==> config.mk <==
export PLATFORM = sky130hd
export DESIGN_NAME = alu_issue_ctrl_flat
export DESIGN_NICKNAME = d
export VERILOG_FILES = /design/src/rtl/alu_issue_ctrl_if.sv /design/src/rtl/alu_issue_ctrl.sv /design/src/flat_wrapper.sv
export SDC_FILE = /design/constraint.sdc
export NUM_CORES = 1
export LEC_CHECK = 0
export CORE_MARGIN = 2
export CORE_UTILIZATION = 40
export CTS_CLUSTER_DIAMETER = 60
export DETAILED_ROUTE_END_ITERATION = 16
export GPL_TIMING_DRIVEN = 1
export PLACE_DENSITY = 0.61
export SKIP_LAST_GASP = 1
export SLEW_MARGIN = 0
export SYNTH_ARGS = -nofsm -noshare
export SYNTH_HDL_FRONTEND = slang
export SYNTH_SLANG_ARGS = --single-unit
==> constraint.sdc <==
create_clock -name clk -period 4.3 [get_ports clk]
set_input_delay 0.645 -clock clk [delete_from_list [all_inputs] [get_ports clk]]
set_output_delay 0.645 -clock clk [all_outputs]
set_load 0.02 [all_outputs]
==> src/rtl/alu_issue_ctrl_if.sv <==
// Handshake and result bundle between the instruction source and the ALU issue controller.
// The controller side uses the slave modport; the source/observer side uses master.
interface alu_issue_ctrl_if #(
    parameter int WIDTH = 32
);
    logic [WIDTH-1:0] instr_in;
    logic             instr_valid;
    logic             instr_ready;
    logic             flush;
    logic             hold;
    logic             iss_valid;
    logic [6:0]       iss_opcode;
    logic [4:0]       iss_rd;
    logic [2:0]       iss_funct3;
    logic [4:0]       iss_rs1;
    logic [4:0]       iss_rs2;
    logic [6:0]       iss_funct7;
    logic             wb_en;
    logic [4:0]       wb_rd;
    logic [WIDTH-1:0] busy_vec;
    logic [15:0]      stall_cnt;

    modport master (
        output instr_in, instr_valid, flush, hold,
        input  instr_ready, iss_valid, iss_opcode, iss_rd, iss_funct3, iss_rs1,
               iss_rs2, iss_funct7, wb_en, wb_rd, busy_vec, stall_cnt
    );

    modport slave (
        input  instr_in, instr_valid, flush, hold,
        output instr_ready, iss_valid, iss_opcode, iss_rd, iss_funct3, iss_rs1,
               iss_rs2, iss_funct7, wb_en, wb_rd, busy_vec, stall_cnt
    );
endinterface

==> src/rtl/alu_issue_ctrl.sv <==
// In-order single-ALU issue controller: instruction FIFO, RV32 field decode,
// busy-bit scoreboard for RAW/WAW stalls, and a fixed-latency writeback strobe pipe.
module alu_issue_ctrl #(
    parameter int WIDTH      = 32,
    parameter int ALU_LAT    = 2,
    parameter int FIFO_DEPTH = 4
) (
    input  logic             clk,
    input  logic             rst,
    alu_issue_ctrl_if.slave  bus
);
    localparam int PTR_W = $clog2(FIFO_DEPTH);

    logic [WIDTH-1:0] fifo_mem_r [FIFO_DEPTH];
    logic [PTR_W:0]   wr_ptr_r;
    logic [PTR_W:0]   rd_ptr_r;

    logic             iss_valid_r;
    logic [6:0]       iss_opcode_r;
    logic [4:0]       iss_rd_r;
    logic [2:0]       iss_funct3_r;
    logic [4:0]       iss_rs1_r;
    logic [4:0]       iss_rs2_r;
    logic [6:0]       iss_funct7_r;

    logic [ALU_LAT-1:0] wb_v_r;
    logic [4:0]         wb_rd_r [ALU_LAT];
    logic [WIDTH-1:0]   busy_r;
    logic [15:0]        stall_cnt_r;

    logic             empty_s;
    logic             full_s;
    logic             push_s;
    logic             issue_s;
    logic             hazard_s;
    logic             stall_s;
    logic [WIDTH-1:0] head_s;
    logic [4:0]       head_rd_s;
    logic [4:0]       head_rs1_s;
    logic [4:0]       head_rs2_s;
    logic             wb_en_s;
    logic [4:0]       wb_rd_s;
    logic [WIDTH-1:0] set_mask_s;
    logic [WIDTH-1:0] clr_mask_s;
    logic [WIDTH-1:0] busy_next_s;

    // Extra pointer MSB separates full from empty when the index bits match.
    assign empty_s = (wr_ptr_r == rd_ptr_r);
    assign full_s  = (wr_ptr_r[PTR_W] != rd_ptr_r[PTR_W]) &&
                     (wr_ptr_r[PTR_W-1:0] == rd_ptr_r[PTR_W-1:0]);

    assign head_s     = fifo_mem_r[rd_ptr_r[PTR_W-1:0]];
    assign head_rd_s  = head_s[11:7];
    assign head_rs1_s = head_s[19:15];
    assign head_rs2_s = head_s[24:20];

    // x0 can never be marked busy, so it never creates a hazard here.
    assign hazard_s = busy_r[head_rs1_s] | busy_r[head_rs2_s] | busy_r[head_rd_s];
    assign stall_s  = !empty_s && !bus.hold && !bus.flush && hazard_s;
    assign issue_s  = !empty_s && !bus.hold && !bus.flush && !hazard_s;
    assign push_s   = bus.instr_valid && !full_s && !bus.flush;

    assign wb_en_s = wb_v_r[ALU_LAT-1];
    assign wb_rd_s = wb_rd_r[ALU_LAT-1];

    assign set_mask_s  = (issue_s && (head_rd_s != 5'd0)) ?
                         ({{(WIDTH-1){1'b0}}, 1'b1} << head_rd_s) : {WIDTH{1'b0}};
    assign clr_mask_s  = wb_en_s ?
                         ({{(WIDTH-1){1'b0}}, 1'b1} << wb_rd_s) : {WIDTH{1'b0}};
    assign busy_next_s = (busy_r & ~clr_mask_s) | set_mask_s;

    // FIFO storage write; contents need no reset since pointers qualify them.
    always_ff @(posedge clk) begin
        if (push_s) begin
            fifo_mem_r[wr_ptr_r[PTR_W-1:0]] <= bus.instr_in;
        end
    end

    // FIFO pointers; flush drops every buffered entry and any same-cycle push.
    always_ff @(posedge clk) begin
        if (rst) begin
            wr_ptr_r <= {(PTR_W+1){1'b0}};
            rd_ptr_r <= {(PTR_W+1){1'b0}};
        end else if (bus.flush) begin
            rd_ptr_r <= wr_ptr_r;
        end else begin
            if (push_s) begin
                wr_ptr_r <= wr_ptr_r + {{PTR_W{1'b0}}, 1'b1};
            end
            if (issue_s) begin
                rd_ptr_r <= rd_ptr_r + {{PTR_W{1'b0}}, 1'b1};
            end
        end
    end

    // Issue register: decoded fields update only on issue and otherwise hold.
    always_ff @(posedge clk) begin
        if (rst) begin
            iss_valid_r  <= 1'b0;
            iss_opcode_r <= 7'd0;
            iss_rd_r     <= 5'd0;
            iss_funct3_r <= 3'd0;
            iss_rs1_r    <= 5'd0;
            iss_rs2_r    <= 5'd0;
            iss_funct7_r <= 7'd0;
        end else begin
            iss_valid_r <= issue_s;
            if (issue_s) begin
                iss_opcode_r <= head_s[6:0];
                iss_rd_r     <= head_s[11:7];
                iss_funct3_r <= head_s[14:12];
                iss_rs1_r    <= head_s[19:15];
                iss_rs2_r    <= head_s[24:20];
                iss_funct7_r <= head_s[31:25];
            end
        end
    end

    // Writeback pipe fed from the issue register so wb_en trails iss_valid by ALU_LAT.
    always_ff @(posedge clk) begin
        if (rst) begin
            wb_v_r <= {ALU_LAT{1'b0}};
            for (int k = 0; k < ALU_LAT; k++) begin
                wb_rd_r[k] <= 5'd0;
            end
        end else begin
            wb_v_r[0]  <= iss_valid_r;
            wb_rd_r[0] <= iss_valid_r ? iss_rd_r : 5'd0;
            for (int k = 1; k < ALU_LAT; k++) begin
                wb_v_r[k]  <= wb_v_r[k-1];
                wb_rd_r[k] <= wb_rd_r[k-1];
            end
        end
    end

    // Scoreboard and saturating hazard-stall counter.
    always_ff @(posedge clk) begin
        if (rst) begin
            busy_r      <= {WIDTH{1'b0}};
            stall_cnt_r <= 16'd0;
        end else begin
            busy_r <= busy_next_s;
            if (stall_s && (stall_cnt_r != 16'hFFFF)) begin
                stall_cnt_r <= stall_cnt_r + 16'd1;
            end
        end
    end

    assign bus.instr_ready = !full_s;
    assign bus.iss_valid   = iss_valid_r;
    assign bus.iss_opcode  = iss_opcode_r;
    assign bus.iss_rd      = iss_rd_r;
    assign bus.iss_funct3  = iss_funct3_r;
    assign bus.iss_rs1     = iss_rs1_r;
    assign bus.iss_rs2     = iss_rs2_r;
    assign bus.iss_funct7  = iss_funct7_r;
    assign bus.wb_en       = wb_en_s;
    assign bus.wb_rd       = wb_rd_s;
    assign bus.busy_vec    = busy_r;
    assign bus.stall_cnt   = stall_cnt_r;
endmodule

==> src/flat_wrapper.sv <==
// flat-port wrapper written by rule: the top's interface ports become plain ports
module alu_issue_ctrl_flat 
#(
    parameter int WIDTH      = 32,
    parameter int ALU_LAT    = 2,
    parameter int FIFO_DEPTH = 4
)
  (clk, rst, bus_instr_in, bus_instr_valid, bus_flush, bus_hold, bus_instr_ready, bus_iss_valid, bus_iss_opcode, bus_iss_rd, bus_iss_funct3, bus_iss_rs1, bus_iss_rs2, bus_iss_funct7, bus_wb_en, bus_wb_rd, bus_busy_vec, bus_stall_cnt);
  alu_issue_ctrl_if #(.WIDTH(WIDTH)) bus_i ();
  input  logic clk;
  input  logic rst;
  input wire logic [$bits(bus_i.instr_in)-1:0] bus_instr_in;
  input wire logic [$bits(bus_i.instr_valid)-1:0] bus_instr_valid;
  input wire logic [$bits(bus_i.flush)-1:0] bus_flush;
  input wire logic [$bits(bus_i.hold)-1:0] bus_hold;
  output wire logic [$bits(bus_i.instr_ready)-1:0] bus_instr_ready;
  output wire logic [$bits(bus_i.iss_valid)-1:0] bus_iss_valid;
  output wire logic [$bits(bus_i.iss_opcode)-1:0] bus_iss_opcode;
  output wire logic [$bits(bus_i.iss_rd)-1:0] bus_iss_rd;
  output wire logic [$bits(bus_i.iss_funct3)-1:0] bus_iss_funct3;
  output wire logic [$bits(bus_i.iss_rs1)-1:0] bus_iss_rs1;
  output wire logic [$bits(bus_i.iss_rs2)-1:0] bus_iss_rs2;
  output wire logic [$bits(bus_i.iss_funct7)-1:0] bus_iss_funct7;
  output wire logic [$bits(bus_i.wb_en)-1:0] bus_wb_en;
  output wire logic [$bits(bus_i.wb_rd)-1:0] bus_wb_rd;
  output wire logic [$bits(bus_i.busy_vec)-1:0] bus_busy_vec;
  output wire logic [$bits(bus_i.stall_cnt)-1:0] bus_stall_cnt;
  assign bus_i.instr_in = bus_instr_in;
  assign bus_i.instr_valid = bus_instr_valid;
  assign bus_i.flush = bus_flush;
  assign bus_i.hold = bus_hold;
  assign bus_instr_ready = bus_i.instr_ready;
  assign bus_iss_valid = bus_i.iss_valid;
  assign bus_iss_opcode = bus_i.iss_opcode;
  assign bus_iss_rd = bus_i.iss_rd;
  assign bus_iss_funct3 = bus_i.iss_funct3;
  assign bus_iss_rs1 = bus_i.iss_rs1;
  assign bus_iss_rs2 = bus_i.iss_rs2;
  assign bus_iss_funct7 = bus_i.iss_funct7;
  assign bus_wb_en = bus_i.wb_en;
  assign bus_wb_rd = bus_i.wb_rd;
  assign bus_busy_vec = bus_i.busy_vec;
  assign bus_stall_cnt = bus_i.stall_cnt;
  alu_issue_ctrl #(.WIDTH(WIDTH), .ALU_LAT(ALU_LAT), .FIFO_DEPTH(FIFO_DEPTH)) u_core (.clk(clk), .rst(rst), .bus(bus_i));
endmodule
# Word level (Yosys, flattened, before mapping)
# Memory sizes are Yosys's and may differ from the RTL's. A register that Yosys moved wholly into a read port is not among the register bits.
# Index checks and enable logic that the tools add are counted.
word_totals:
  ff_bits: 89
  mem_bits_rw: 138
  wordCells: 71
  mem_count: 2
mem_list:
  columns: ["name", "depth", "word_bits", "read_ports", "rd_clocked_by_memory_dff", "wr", "line", "text"]
  rows:
  - ["u_core.fifo_mem_r", 4, 32, 1, 1, 1, "alu_issue_ctrl.sv:14", "logic [WIDTH-1:0] fifo_mem_r [FIFO_DEPTH];"]
  - ["u_core.wb_rd_r", 2, 5, 2, 0, 2, "alu_issue_ctrl.sv:27", "logic [4:0] wb_rd_r [ALU_LAT];"]
op_classes:
  add_sub_neg: 3
  order_cmp: 3
  n_eq_ne: 4
  shifts: 2
  mux: 20
  bitwise: 8
  reduce_logical: 17
op_table:
  columns: ["operator", "count"]
  rows:
  - ["$mux 32", 2]
  - ["$shl 1x5->32 const A", 2]
  - ["$and 32x32->32", 1]
  - ["$not 32->32", 1]
  - ["$or 32x32->32", 1]
  - ["$lt 5x6->1 const B", 3]
  - ["$add 16x1->16 const B", 1]
  - ["$ne 16x16->1 const B", 1]
  - ["$bmux 1 s5", 3]
  - ["$mux 5", 3]
  - ["$logic_and 1x1->1", 9]
  - ["$mux 1", 8]
  - ["$add 3x1->3 const B", 2]
  - ["$mux 3", 2]
  - ["$logic_not 1->1", 5]
  - ["$reduce_bool 5->1", 1]
  - ["$mux 2", 2]
  - ["$or 1x1->1", 4]
  - ["$eq 3x3->1", 1]
  - ["$eq 2x2->1", 1]
  - ["$reduce_and 2->1", 1]
  - ["$reduce_bool 2->1", 1]
  - ["$ne 1x1->1", 1]
  - ["$not 1->1", 1]

# Logic depth before layout (Yosys ltp)
# Gate-level depths: netlist of the first run.
depth:
  ltp_word: 10
  mapped_depth: 12

# Least setup slack after synthesis of the first run
# No wires, ideal clock.
synth_timing:
  path_type: "reg2reg"
  start: "reg (tool-made name)"
  end: "reg u_core.stall_cnt_r[2] (netlist: u_core.bus.stall_cnt[2])"
  setup_time_ns: 0.123
  arrival_time_ns: 2.964
  slack_ns: 1.212
  stages_incl_launch_ff: 11
  path_buffers: 4
  period_less_slack_ns: 3.088
  path_cell_list: "dfxtp_1 buf_4 buf_4 buf_2 mux4_2 a31o_1 o32ai_2 nor3_2 buf_2 nor3b_1 mux2_1"
synth_lines:
  columns: ["element", "line", "text"]
  rows:
  - ["end signal, assigned", "alu_issue_ctrl.sv:144", "stall_cnt_r <= stall_cnt_r + 16'd1;"]
  - ["end, declared", "alu_issue_ctrl.sv:29", "logic [15:0] stall_cnt_r;"]

==> results of run 1 <==
-- layout make-up --
| type | instances | area [um2] |
|---|---|---|
| clock buffer | 39 | 779.5 |
| clock inverter | 9 | 143.9 |
| fill | 2131 | 11950 |
| inverter | 10 | 37.54 |
| multi-input combinational | 483 | 3736 |
| sequential | 229 | 5868 |
| tap | 324 | 405.4 |
| timing repair buffer | 133 | 1331 |
-- worst max-delay path, delay by kind of cell (launching register included) --
kind	cells	cell delay, ps
AO/OA/AOI/OAI	1	290
buffers and inverters	2	510
flip-flops	1	570
multiplexers	3	1380
AND/OR/NAND/NOR	4	780
-- metrics by stage --
| step | std cells | power (mW) | util [%] |
|---|---|---|---|
| after floorplan | 766 | 2.726 | - |
| after global placement | 1179 | 2.874 | 46.92 |
| after detailed placement | 1179 | 2.878 | 46.92 |
| after CTS | 1227 | 5.208 | 50.73 |
| after global routing | 1227 | 5.337 | 50.73 |
| final | 1227 | 5.158 | 50.73 |
-- cell usage after synthesis, types with 3 or more instances --
| cell | count | share of area (%) |
|---|---|---|
| nor4b_1 | 3 | 0.27 |
| a32oi_1 | 5 | 0.44 |
| o21ba_2 | 4 | 0.41 |
| mux2_2 | 3 | 0.34 |
| nand2_1 | 63 | 2.4 |
| o22ai_1 | 13 | 0.82 |
| a22oi_1 | 12 | 0.91 |
| xnor2_1 | 3 | 0.27 |
| a21oi_1 | 15 | 0.76 |
| ha_1 | 6 | 0.76 |
| buf_2 | 9 | 0.46 |
| buf_4 | 13 | 0.99 |
| nor3_1 | 11 | 0.56 |
| nand3b_1 | 9 | 0.69 |
| clkbuf_1 | 22 | 0.84 |
| mux4_2 | 35 | 8.0 |
| o31ai_1 | 10 | 0.76 |
| inv_1 | 10 | 0.38 |
| nand4_1 | 4 | 0.25 |
| a211oi_1 | 7 | 0.53 |
| mux2i_1 | 77 | 7.8 |
| nor3b_1 | 4 | 0.30 |
| or4_1 | 3 | 0.23 |
| nor2b_1 | 29 | 1.8 |
| mux2_1 | 5 | 0.57 |
| nand3_1 | 18 | 0.91 |
| edfxtp_1 | 128 | 39 |
| nor2_1 | 71 | 2.7 |
| dfxtp_1 | 101 | 21 |
| nand2b_1 | 13 | 0.82 |
| and3_1 | 6 | 0.38 |
| and2_1 | 14 | 0.89 |
| o21ai_0 | 10 | 0.51 |
-- flip-flops by register name, summed over array words and instances, names as in the netlist, 5 cells and up, named ones only --
name,cells
u_core.bus.iss_rs1,5
u_core.fifo_mem_r,128
u_core.bus.iss_rs2,5
u_core.bus.iss_opcode,7
u_core.bus.iss_rd,5
u_core.bus.stall_cnt,16
u_core.bus.busy_vec,32
u_core.bus.iss_funct7,7
u_core.wb_rd_r,10
-- kinds of logic after synthesis --
logic type      count (synthesis)  share of synthesized area, %
compound gates                 92                         6.548
flops                         229                         59.49
simple gates                  260                         13.36
fa+ha+maj                       6                        0.7614
buf+inv                        54                         2.665
mux                           120                         16.73
xor+xnor                        5                        0.4442
-- layer usage --
metal | up-vias | track usage [%]
li1 | 3091 | -
met1 | 3231 | 25.90
met2 | 218 | 30.16
met3 | 49 | 4.032
met4 | 0 | 5.925
met5 | - | 0
-- path summary, 6_finish.rpt --
path                   startpoint                      end  slack, ps  cells past startpoint
max reg2reg              register  u_core.bus.stall_cnt[9]        600                     10
max                      register  u_core.bus.stall_cnt[9]        600                     10
min reg2reg  u_core.wb_rd_r[0][4]     u_core.wb_rd_r[0][9]        440                      1
min          u_core.wb_rd_r[0][4]     u_core.wb_rd_r[0][9]        440                      1
-- power by group through the flow --
stage          sequential [mW]  clock [mW]  combinational (mW)
5_1_grt                   2.39        2.46               0.482
3_3_place_gp              2.43           0               0.442
6_report                  2.39        2.33               0.444
3_5_place_dp              2.43           0               0.445
2_1_floorplan             2.43           0               0.292
4_1_cts                   2.39        2.38               0.446
==> impl_results.md, run 1 <==
- Synth warn: 0
- Placed Area: 0.01138 mm2
- GP Congestion: 0.8313
- Worst rel slew slack: 29.43%
- Syn avg cell area: 12.87 um2
- Sw Pwr: 1.169 mW
- DRT Pass-1 Iters: 5
- Total CTS buffers: 26
- H-Tree Depth: 1
- Number of antenna diodes: 0
- Peak VDD IR: ~0.32 mV
- Top Metal Used: met4
- Unrepaired setup endpoints after global routing: false
- PortBufs: 124
- Final Skew: 9.222 ps
- Primary FF master, synth: edfxtp_1
- CTS tree: done
- Post-Route WL: ~24 mm
- Sequential share of the synthesized area: 59.49%
- Part of the power in registers: 46.3%
- Max stage delay cell, worst path: mux4_2
- Outcome: complete, no violations
- Net Sw Frac: 22.66%
- Commonest cells after routing, fill and taps aside: edfxtp_1 (128), clkdlybuf4s50_1 (123), dfxtp_1 (99), mux2i_1 (77), nor2_1 (71)
- CP cell instances: buf_12, mux4_2, mux2i_1, a211oi_1, nand3_1, nand4_1, nor3_2, buf_4, nor4b_1, mux2_2
- Initial antenna violation count: 0
- Pins Over Slew Limit: 0
- Logic pwr share: 8.6%
- # rows: 57
- Drt drc: 0
- CP Capture Type: register
- Gr usage total: a little under a fifth
- Largest stage delay, worst path: approximately 800 ps
- CTS Hold Bufs: 0
- Share of cells above drive strength 1: 11.85%
- Finished Cell Area: 0.01230 mm2
- Clock share of power: around 45%
- Critical Path Fanout Max: 25
- Hold Worst Slack: ~440 ps
- Synth Instances: 766
- Reg clk slew, reported paths: 60 ps
- Area growth syn-to-layout: 24.77%
- First-pass GRT wire length: 38.09 mm
- Setup ws final: roughly 600 ps
- Die ar.: around 0.026 mm2
- Wire length per cell: between 15 and 20 um
- Drt via density: roughly 5.4
- Critical Path AT: 4120 ps
- I/O pins: 125
- Required time of the worst setup path: 4720 ps
- Layout Nets: about 900
- Post-Syn Area: 0.009859 mm2
- Final ANT Viol Nets: 0
- Synth async-reset ratio: 0%
- Die height: 161 um
- Core ar.: approximately 0.024 mm2
- Grt ovf: 0
- Vias in the first global route: 6602
- Post-cts gate resize count: 0
- Leak Pwr: around 4.1 nW
- Initial Util: 40.66%
- Max frequency: roughly 270 MHz
- Synth Net Count: about 810
- Post-DP HPWL: about 16 mm
- PD cells: 419.3 mW/mm2
- Die Wd: 161 um
- Endpoints failing setup: 0
- Largest net degree at the start of global routing: 57
- Setup CP Type: reg -> reg
- Clk_lat worst skew: around 530 ps
- Met2 WL post-DR: 11.10 mm
- Post-CTS setup buffer count: 0
- Clk buf depth: 3
- Pin slew with the least headroom to its limit: 1051 ps
- CTS sink count: 229
- Max_cap viols: 0
- HP Class: reg -> reg
- Vias post-DR: around 6600
- Number of synthesized flops with an enable pin: 128
- Met1 WL: 10.84 mm
- Final Hold Viols: 0
- Final period util: 86.15%
- 1st-iter DRT viols: 429
- Most common cell after layout, fill and taps aside: edfxtp_1
- Yosys reg bits: 229
- P_int: 3.989 mW
- Netlist cell types: 57
- Setup WS pre-CTS: 632.1 ps
- Tmin final: roughly 3700 ps
- Root buffer cell: clkbuf_16
- Post-Route Setup TNS: 0 ps
- Metal3 WL: 1.705 mm
- CP startpoint kind: register
Note: power is estimated with default switching activity, not from simulation.
==> run 2, diff against run 1 <==
Settings changed: GPL_ROUTABILITY_DRIVEN set to 0.
==> results of run 2 <==
The final DEF is identical to that of run 1; final timing and power are the same.
==> run 3, diff against run 2 <==
Settings changed: SKIP_LAST_GASP 1 to not set.
==> results of run 3 <==
The final DEF is identical to that of run 1; final timing and power are the same.
==> variant: new RTL, settings of run 3 <==
`FIFO_DEPTH` is set to 4 in 2 places; all go to 16.
--- a/src/rtl/alu_issue_ctrl.sv
+++ b/src/rtl/alu_issue_ctrl.sv
@@ -5,3 +5,3 @@
     parameter int ALU_LAT    = 2,
-    parameter int FIFO_DEPTH = 4
+    parameter int FIFO_DEPTH = 16
 ) (
--- a/src/flat_wrapper.sv
+++ b/src/flat_wrapper.sv
@@ -5,3 +5,3 @@
     parameter int ALU_LAT    = 2,
-    parameter int FIFO_DEPTH = 4
+    parameter int FIFO_DEPTH = 16
 )
Behaviour: not the same (a bounded check fails within 10 cycles, from zero or initial values and one cycle with rst high).
==> variant against run 3 <==
Wire length grew to 2.5 times the old value; largest power group unchanged; design area up 140%; power rose to 2.5 times the old value; sequential cell count is 390 higher; clock skew grew 14 ps; synthesized area grew to 2.6 times the old value; setup slack got worse by 330 ps; critical endpoint is now u_core.bus.iss_funct7[4]$_SDFFE_PP0P_; largest cell class unchanged.
==> variant: results (changes against run 3) <==
place:
  dp_hpwl_mm: 37.5  # +140%
  pre_cts_slack_ps: 169  # -463 ps
worst_setup_path:
  critPathCapture: "u_core.bus.iss_funct7[4]$_SDFFE_PP0P_"
  r2r_cells: 12  # +2
  path_max_fanout: 33  # +32%
  slowest_stage: "or4_4"
  cpLargestDelayFamily: "simple AND/OR/NAND/NOR gates"
sta:
  fin_skew_ps: 23.4  # +14.2 ps
  maxSlewHeadroom_pct: 14.8  # -15 points
  hold_ws_ps: 434  # -7.17 ps
  fin_ws_ps: 270  # -325 ps
synthesis:
  yosysUniqueCellTypes: 73  # +28%
  synthAdderAreaFrac_pct: 0.298  # -0.46 points
  ys_top_cells_by_count: "512 x edfxtp_1, 143 x mux4_2, 107 x dfxtp_1"
  synth_ff_type: "edfxtp_1"
  synth-async-reset-ratio_pct: 0  # unchanged
  synth_fp_nets: 1502  # +86%
  synthMuxAreaShare_pct: 16.0  # -0.77 points
  synth_edf_count: 512  # +300%
  synth_area_leaders: "edfxtp_1 61%, mux4_2 13%, dfxtp_1 8.5%, mux2i_1 2.1%, nand3_1 1.6%"
  synth-compound-area-share_pct: 5.59  # -0.95 points
  synth_xor_area_share_pct: 0.313  # -0.13 points
  yosysSeqAreaShare_pct: 69.5  # +10 points
route:
  drtIter0Drc: 1284  # +200%
  vias_per_cell: 5.68  # +5.7%
  avgRoutedWirePerCell_um: 24.7  # +25%
layout:
  nFillCells: 5153  # +140%
  largest_register_ffs: 512  # +300%
  clockBufferCount: 88  # +130%
  layout.nonclk_buf_share_pct: 6.06  # -4.8 points
  buffers: 182  # +37%
  seq_area_mm2: 0.0175  # +200%
  layout.nets: 1659  # +79%
  drive_above_1_share_pct: 20.6  # +8.8 points
  clk_share_pct: 7.05  # -0.45 points
  multiInputGateArea_mm2: 0.00727  # +95%
global_route:
  grt_max_degree: 72  # +26%
  track_usage_pct: 19.3  # +0.48 points
  antenna_found_initial: 1  # +1
  first_global_vias: 14400  # +120%
power_and_ir_drop:
  leakage_nw: 9.20  # +130%
  pg_seq_mw: 6.58  # +180%
  clockPowerShare_pct: 41.9  # -3.2 points
  p_int_mw: 10.2  # +160%
  vdd_drop_max_v: 0.000212  # -34%
clock_tree:
  htreeDepth: 3  # +2
  clk_latency_ps: 600  # +70 ps
  cts_buffers: 66  # +150%
worst_hold_path:
  hp-start: "u_core.wb_rd_r[0][2]$_SDFF_PP0_"
  hp-class: "reg -> reg"
status:
  status: "finished clean"
==> variant: what timing repair did <==
action                     in CTS  in global routing
setup endpoints to repair       0                 26
resized for setup               0                  2
hold buffers                    0                  0
buffers inserted                0                  1
==> variant: metrics by stage <==
| step | cell area [um2] | std cells | total power [mW] |
|---|---|---|---|
| detailed placement | 27700 | 2384 | 7.77 |
| floorplan | 25200 | 1459 | 7.38 |
| global placement | 27700 | 2384 | 7.75 |
| finish | 29800 | 2501 | 13.1 |
| CTS | 29800 | 2500 | 13.3 |
| global route | 29800 | 2501 | 13.6 |
==> variant: cell families after synthesis <==
group / count (synthesis)
adder cells (fa/ha/maj): 6
buffers and inverters: 103
XOR/XNOR: 9
flip-flops: 619
AO/OA/AOI/OAI: 209
multiplexers: 214
AND/OR/NAND/NOR: 299
==> variant: metal layers <==
layer	up-vias	global-route usage [%]	part of all wire [%]
met2	465	31.0	48
met4	2	5.95	2.0
met5	-	0	0.021
li1	6232	-	-
met1	7412	27.1	44
met3	90	3.38	6.1
